===== config.mk =====
export PLATFORM = sky130hd
export DESIGN_NAME = exp1
export DESIGN_NICKNAME = d
export VERILOG_FILES = /design/src/rtl/exp1_pkg.sv /design/src/rtl/exp1_stab_filter.sv /design/src/rtl/exp1.sv
export SDC_FILE = /design/constraint.sdc
export NUM_CORES = 1
export LEC_CHECK = 0
export BUFFER_PORTS_ARGS = -buffer_cell sky130_fd_sc_hd__clkbuf_2
export CAP_MARGIN = 20
export CORE_AREA = 2 2 39 41
export DETAILED_ROUTE_END_ITERATION = 8
export DIE_AREA = 0 0 41 43
export SLEW_MARGIN = 20
export SYNTH_ARGS = -nofsm -noshare
export SYNTH_HDL_FRONTEND = slang
export SYNTH_SLANG_ARGS = --single-unit

===== constraint.sdc =====
create_clock -name clk -period 2.15 [get_ports clk]
set_clock_uncertainty 0.15 [all_clocks]
set_input_delay 0.1075 -clock clk [delete_from_list [all_inputs] [get_ports clk]]
set_output_delay 0.1075 -clock clk [all_outputs]
set_load 0.01 [all_outputs]

===== src/rtl/exp1_pkg.sv =====
// Shared constants for the exp1 lookup block.
// Widths and the default truth table live here.
package exp1_pkg;

    localparam logic [15:0] DEFAULT_TRUTH_TABLE = 16'hFE00;
    localparam int IDX_W = 4;
    localparam int RISE_W = 8;
    localparam int CNT_W = 4;

    typedef logic [IDX_W-1:0] idx_t;
    typedef logic [RISE_W-1:0] rise_t;
    typedef logic [CNT_W-1:0] cnt_t;

endpackage


===== src/rtl/exp1_stab_filter.sv =====
// Stability filter: strobes once idx has held for FILTER_LEN edges.
// qual_idx is the registered sample that the strobe qualifies.
module exp1_stab_filter
    import exp1_pkg::*;
#(
    parameter int FILTER_LEN = 3
) (
    input  logic clk,
    input  logic rst,
    input  idx_t idx,
    output idx_t qual_idx,
    output logic strobe
);

    localparam cnt_t LEN = cnt_t'(FILTER_LEN);

    idx_t idx_q;
    idx_t idx_d;
    cnt_t cnt_q;
    cnt_t cnt_d;

    always_comb begin
        idx_d = idx;
        cnt_d = cnt_q;
        if (idx != idx_q) begin
            cnt_d = '0;
        end else if (cnt_q != LEN) begin
            cnt_d = cnt_q + 1'b1;
        end
    end

    always_ff @(posedge clk) begin
        if (rst) begin
            idx_q <= '0;
            cnt_q <= '0;
        end else begin
            idx_q <= idx_d;
            cnt_q <= cnt_d;
        end
    end

    assign qual_idx = idx_q;
    assign strobe   = (cnt_q == LEN);

endmodule


===== src/rtl/exp1.sv =====
// Registered 16-entry lookup of {H,O,R,N} with a saturating rise counter.
// Define EXP1_FILTER_EN to gate S updates through the stability filter.
module exp1
    import exp1_pkg::*;
#(
    parameter logic [15:0] TRUTH_TABLE = DEFAULT_TRUTH_TABLE,
    parameter int          FILTER_LEN  = 3
) (
    input  logic  clk,
    input  logic  rst,
    input  logic  H,
    input  logic  O,
    input  logic  R,
    input  logic  N,
    output logic  S,
    output rise_t rise_count
);

    idx_t  idx;
    logic  s_q;
    logic  s_d;
    rise_t rise_q;
    rise_t rise_d;

    assign idx = {H, O, R, N};

`ifdef EXP1_FILTER_EN
    idx_t qual_idx;
    logic strobe;

    exp1_stab_filter #(
        .FILTER_LEN(FILTER_LEN)
    ) u_filt (
        .clk      (clk),
        .rst      (rst),
        .idx      (idx),
        .qual_idx (qual_idx),
        .strobe   (strobe)
    );

    always_comb begin
        s_d = s_q;
        if (strobe) begin
            s_d = TRUTH_TABLE[qual_idx];
        end
    end
`else
    logic [3:0] unused_flen;
    assign unused_flen = 4'(FILTER_LEN);

    always_comb begin
        s_d = TRUTH_TABLE[idx];
    end
`endif

    // Count only 0->1 edges of S; hold at all-ones rather than wrap.
    always_comb begin
        rise_d = rise_q;
        if (s_d && !s_q && (rise_q != '1)) begin
            rise_d = rise_q + 1'b1;
        end
    end

    always_ff @(posedge clk) begin
        if (rst) begin
            s_q    <= 1'b0;
            rise_q <= '0;
        end else begin
            s_q    <= s_d;
            rise_q <= rise_d;
        end
    end

    assign S          = s_q;
    assign rise_count = rise_q;

endmodule


Yosys cells after proc, flatten, opt, wreduce, memory -nomap -nowiden
Memory sizes are Yosys's and may differ from the RTL's.
Cells that the tools add are included.
{"block": "classes", "muxes": 1, "n_eq_ne": 1, "n_addsub": 1, "n_lt_le_gt_ge": 1, "reduce_logical": 3}
{"operator": "$add A8 B1 Y8 const B", "n": 1}
{"operator": "$ne A8 B8 Y1 const B", "n": 1}
{"operator": "$lt A4 B5 Y1 const B", "n": 1}
{"operator": "$logic_and A1 B1 Y1", "n": 2}
{"operator": "$logic_not A1 Y1", "n": 1}
{"operator": "$mux W1", "n": 1}
{"block": "word_totals", "rom_bits": 16, "elab_cells": 10, "register_bits": 9, "output_inout_bits": 9, "n_memories": 1, "input_bits": 6}
{"name": "(no name shown)", "depth": 16, "word_bits": 1, "read_ports": 1, "rd_clocked_by_memory_dff": 0, "write_ports": 0, "line": "exp1.sv:52", "rtl": "s_d = TRUTH_TABLE[idx];"}

Depth between registers and ports, before layout
Gate-level depths: netlist (run 1).
{"block": "depth", "depth_word": 4, "mapped_depth": 5, "ltp_nobuf": 5}

Worst setup path before layout (run 1)
OpenSTA, ideal clock, no wires.
{"block": "synth_timing", "path_type": "reg2reg", "startpoint": "register rise_q[0] (netlist: rise_count[0])", "endpoint": "register rise_q[5] (netlist: rise_count[5])", "stages_incl_launch_ff": 6, "period_less_slack_ps": 1938, "setup_slack_ps": 212, "setup_ps": 123, "required_time_ps": 1877, "n_path_buf": 0, "t_arrival_ps": 1665, "cell_sequence": "dfxtp_1 > ha_1 > and3_4 > a2111oi_4 > and3_1 > mux2_1"}
{"block": "synth_between", "elab_chain_len": 2, "word_cells_on_any_way": 3, "classes_between": "add/sub (1); eq/ne (1); reduce/logical (1)"}
{"element": "start: declaration", "line": "exp1.sv:22", "rtl": "rise_t rise_q;"}
{"element": "start signal: assignment", "line": "exp1.sv:70", "rtl": "rise_q <= rise_d;"}
{"element": "branches (longest 2 deep; another with $add A8 B1 Y8)"}
Parallel ways; which one is timed is not known.
A chain may end at the register's enable or synchronous reset.

Final worst setup path (run 1)
Ends and elaborated chain as after synthesis.

==> out/results.ini, run 1 <==
[global_routing]
grt_overflow_total = 0
met2_usage_pct = 17.5
grt_pass1_wl_mm = 1.56
grtUsageTotal_pct = 12.7
grt_util_met3_pct = 1.57
antenna_found_initial = 0
grtUsageMet1_pct = 17.9
top_usage_layer = met1
grt_pass1_vias = 385
grt_max_degree = 11

[die]
die_y_um = 43
die_area_um2 = 1760
start_util_pct = 33.9
io_pins = 15
die_w_um = 41
core_um2 = 1380
core.rowCount = 14

[drt]
dr.pass1.iters = 4
routedWlPerCell_um = 10.7
viasPerCell = 5.15
ant_nets = 0
drt-total-wl_um = 854
drt-initial-drc-count = 4
via_count = 412
drc_errors = 0

[worst_hold_path]
worstHoldStart = O
holdPathEnd = S$_SDFF_PP0_
worstHoldPathType = primary input to flip-flop
hold_depth = 3

[yosys]
postSynthNetCount = 53
synth_warnings = 0
ys_seq_area_share_pct = 38.4
synth_cells = 46
ys_ff_latch = 9
synth_area_per_cell_um2 = 10.2
synth_cell_types = 26
syn-cell-area_um2 = 469

[run]
cap_violations = 0

[critical_path]
cp-end-kind = flip-flop
critPathRequiredTime_ps = 2150
rr_worst_depth = 5
crit_arrival_ps = 1960
critPathMaxFanout = 5
reg2reg_from = rise_count[0]$_SDFFE_PP0P_
reg2reg_setup_slack_ps = 190
crit_type = flip-flop to flip-flop
r2r-end = rise_count[5]$_SDFFE_PP0P_
cp-start-kind = flip-flop

[finish]
antenna_cells = 0
area_growth_pct = 26.1
final_nets = 72
final_common_cell = clkbuf_2
mostFrequentLayoutCells = clkbuf_2 (14), dfxtp_1 (9), nor2_1 (7)
fin_cells = 80
drive_gt1_share_pct = 35.9

[sta]
relSlewSlack_pct = 73.3
post-route-period-util_pct = 91.1
finalHoldViolations = 0
final-setup-viol-count = 0
fmax_mhz = 511
rsz0062_at_grt = no
fin_crit_ps = 1960
slew_violations = 0
worst_pin_slew_ps = 400
tns_ps = 0

[pwr]
power.total_w = 0.000342
ir_drop_mv = 0.306
power.density_nw_per_um2 = 579
power.leakage_nw = 0.231

[clocking]
cts_max_level = 1
cts_sinks = 9
path_clk_slew_ps = 60
numCtsBuffers = 3
clk_latency_ps = 260
hold_buffers = 1
root_buffer = clkbuf_4
cts_resized = 0
cts_tree = yes
cts_setup_buffers = 0
clockBufferDepth = 2

[placement]
place_congestion = 0.644
placed_cells = 75
dp_hpwl_um = 667
port_buffers = 14

[run_status]
status = complete, no violations

==> Yosys cell counts <==
| cell type | count | area share [%] |
|---|---|---|
| nor2b_1 | 1 | 1.3 |
| nand3_1 | 3 | 3.2 |
| clkbuf_1 | 1 | 0.80 |
| and3_4 | 1 | 2.4 |
| nor3_1 | 1 | 1.1 |
| nor4_1 | 2 | 2.7 |
| o31ai_4 | 1 | 4.5 |
| o21a_1 | 1 | 1.6 |
| xnor2_1 | 3 | 5.6 |
| a21oi_1 | 1 | 1.1 |
| nand4_1 | 1 | 1.3 |
| dfxtp_1 | 9 | 38 |
| a2111oi_2 | 1 | 3.2 |
| a2111oi_4 | 1 | 5.9 |
| and4_2 | 1 | 2.1 |
| mux2_1 | 1 | 2.4 |
| a31oi_1 | 1 | 1.3 |
| a211oi_2 | 1 | 2.7 |
| mux2i_1 | 1 | 2.1 |
| inv_1 | 1 | 0.80 |
| nand3b_1 | 1 | 1.6 |
| ha_1 | 1 | 2.7 |
| and3_1 | 2 | 2.7 |
| a21bo_1 | 1 | 2.1 |
| nand2_1 | 1 | 0.80 |
| nor2_1 | 7 | 5.6 |
==> worst max-delay path: stages, from the launching register on <==
cell and delay (ps):
dfxtp_1 340, ha_1 260, and3_4 220, a2111oi_4 370, and3_1 200, mux2_1 310
==> per-layer routing <==
metal	share of wire, %	up-vias
met3	4.3	2
li1	-	210
met1	45	189
met4	1.3	0
met5	0	-
met2	50	11
==> metrics by stage <==
step | cell area, µm² | hold slack (ps) | setup slack, ps | util [%]
floorplan | 469 | 134 | 212 | -
global placement | 556 | 268 | 212 | 40.1
detailed placement | 556 | 272 | 190 | 40.1
CTS | 592 | 8.80 | 181 | 42.8
global route | 592 | 25.2 | 81.0 | 42.8
finish | 592 | 5.57 | 192 | 42.8
==> kinds of logic after synthesis <==
family | after synthesis | share of synthesized area, %
xor+xnor | 3 | 5.60
mux | 2 | 4.53
simple gates | 21 | 24.8
compound gates | 8 | 22.4
fa+ha+maj | 1 | 2.67
buf+inv | 2 | 1.60
flops | 9 | 38.4
==> area by class of cell <==
type,instances,area (µm²)
Inverter,1,3.75
Multi-Input combinational cell,35,282
Sequential cell,9,180
Tap cell,16,20.0
Fill cell,140,792
Timing Repair Buffer,15,80.1
Clock buffer,4,26.3
==> worst max path at each step <==
| stage | start | to | slack [ps] | cells past startpoint |
|---|---|---|---|---|
| 3_5_place_dp | rise_count[0]$_SDFFE_PP0P_ | rise_count[5]$_SDFFE_PP0P_ | 190 | 5 |
| 5_1_grt | rise_count[0]$_SDFFE_PP0P_ | rise_count[5]$_SDFFE_PP0P_ | 80 | 5 |
| 4_1_cts | rise_count[0]$_SDFFE_PP0P_ | rise_count[5]$_SDFFE_PP0P_ | 180 | 5 |
| 3_3_place_gp | rise_count[0]$_SDFFE_PP0P_ | rise_count[5]$_SDFFE_PP0P_ | 210 | 5 |
| 2_1_floorplan | rise_count[0]$_SDFFE_PP0P_ | rise_count[5]$_SDFFE_PP0P_ | 210 | 5 |
| 6_report | rise_count[0]$_SDFFE_PP0P_ | rise_count[5]$_SDFFE_PP0P_ | 190 | 5 |
==> state kept, by name, summed over array words and instances (netlist names) <==
signal	flops
S	1
rise_count	8
==> power breakdown <==
group | internal (W) | switching (W)
clock network | 0.0000714 | 0.0000578
logic | 0.0000163 | 0.0000188
registers | 0.000172 | 0.00000644
total | 0.000259 | 0.0000831
(Power assumes the default switching activity.)
==> inputs of run 2 (changes only) <==
Settings changed: HOLD_SLACK_MARGIN from default to 0.15.
==> run 2 against run 1 <==
Compared with the run above:
- setup slack got worse by 110 ps
- sequential power barely moved
- cell count rose by 3.8%
- utilization rose by 2.2 points
- clock power barely moved
- die area did not move
- combinational power rose by 14%
- worst hold slack improved by 390 ps
- sequential share of layout area fell by 1.5 points
- via count rose by 2.7%
- largest power group unchanged
==> out/results.ini, run 2 (synthesis results as in run 1) <==
[run_status]
status = complete, no violations

[finish]
area_growth_pct = 32.5
largest_reg_flops = 8
fillCellCount = 140
fin_util_pct = 44.9
final_common_cell = clkbuf_2
drive_gt1_share_pct = 34.3
mostFrequentLayoutCells = clkbuf_2 (14), dfxtp_1 (9), nor2_1 (7)
final_nets = 75
antenna_cells = 0

[clocking]
root_buffer = clkbuf_4
path_clk_slew_ps = 60
hold_buffers = 4
clk_latency_ps = 260
cts_max_level = 1
cts_setup_buffers = 0
clockBufferDepth = 2
cts_sinks = 9
numCtsBuffers = 3
cts_resized = 0
cts_tree = yes

[global_routing]
grt_overflow_total = 0
grt_pass1_wl_mm = 1.67
antenna_found_initial = 0
grt_max_degree = 11
grt_pass1_vias = 413
grtUsageTotal_pct = 13.6

[sta]
fmax_mhz = 484
slew_violations = 0
post-route-period-util_pct = 96.1
worst_pin_slew_ps = 401
setup_slack_ps = 82.9
fin_crit_ps = 2070
finalHoldViolations = 0
rsz0062_at_grt = no
tns_ps = 0
final-setup-viol-count = 0
relSlewSlack_pct = 73.3

[die]
die_w_um = 41
io_pins = 15
start_util_pct = 33.9
die_y_um = 43
die_area_um2 = 1760
core.rowCount = 14
core_um2 = 1380

[placement]
place_congestion = 0.644
pre_cts_slack_ps = 190
dp_hpwl_um = 667
port_buffers = 14

[critical_path]
critPathRequiredTime_ps = 2150
cp-end-kind = flip-flop
crit_type = primary input to flip-flop
critPathMaxFanout = 6
crit_arrival_ps = 2060
cp-start-kind = primary input

[drt]
drt-initial-drc-count = 4
via_count = 423
drc_errors = 0
ant_nets = 0
routedWlPerCell_um = 11.1
drt-total-wl_um = 924
dr.pass1.iters = 4
viasPerCell = 5.10

[run]
cap_violations = 0

[pwr]
ir_drop_mv = 0.306
power.leakage_nw = 0.245
power.density_nw_per_um2 = 559

[worst_hold_path]
worstHoldPathType = flip-flop to flip-flop

-- run 2: cell count changes in the layout (fill, tap and decap cells not counted) --
cell	change
dlygate4sd3_1	+3
-- run 2: power breakdown --
| group | internal, W | total [W] | switching (W) |
|---|---|---|---|
| clock | 0.0000714 | 0.000129 | 0.0000580 |
| sequential | 0.000172 | 0.000178 | 0.00000645 |
| combinational | 0.0000202 | 0.0000400 | 0.0000198 |
| total | 0.000263 | 0.000348 | 0.0000842 |
-- run 2: layer usage --
layer  part of all wire (%)  GRT usage, %  vias to the layer above
met5                      0             0                        -
met4                    1.2          8.00                        0
met1                     43          17.9                      194
met2                     52          20.3                       11
li1                       -             -                      216
met3                    4.0          1.57                        2
-- run 2: worst max-delay path, cell delays in order --
cell	delay, ps
dlygate4sd3_1	530
clkbuf_2	120
o31ai_4	110
dlygate4sd3_1	610
nor2_1	40
dlygate4sd3_1	550
-- run 2: per-stage QoR --
stage	instance area, µm²	hold WS (ps)	std cells	power, W
after floorplan	469	134	46	0.000202
after global placement	556	268	75	0.000216
after detailed placement	556	272	75	0.000216
after CTS	622	390	83	0.000353
after global routing	622	434	83	0.000365
final	622	395	83	0.000348
-- run 2: worst paths after layout --
check | startpoint | to | slack (ps) | cells past startpoint
worst max-delay path | H | S$_SDFF_PP0_ | 80 | 6
worst min-delay path | rise_count[7]$_SDFFE_PP0P_ | rise_count[7]$_SDFFE_PP0P_ | 390 | 2
worst max register to register | rise_count[0]$_SDFFE_PP0P_ | rise_count[5]$_SDFFE_PP0P_ | 190 | 5
worst min register to register | rise_count[7]$_SDFFE_PP0P_ | rise_count[7]$_SDFFE_PP0P_ | 390 | 2
-- run 2: final cells by class --
type / instances / area (µm²) / share of cell area, %
multi-input combinational: 35 / 282 / 45.3
sequential: 9 / 180 / 29.0
timing repair buffer: 18 / 110 / 17.7
clock buffer: 4 / 26.3 / 4.23
tap: 16 / 20.0 / 3.22
inverter: 1 / 3.75 / 0.604
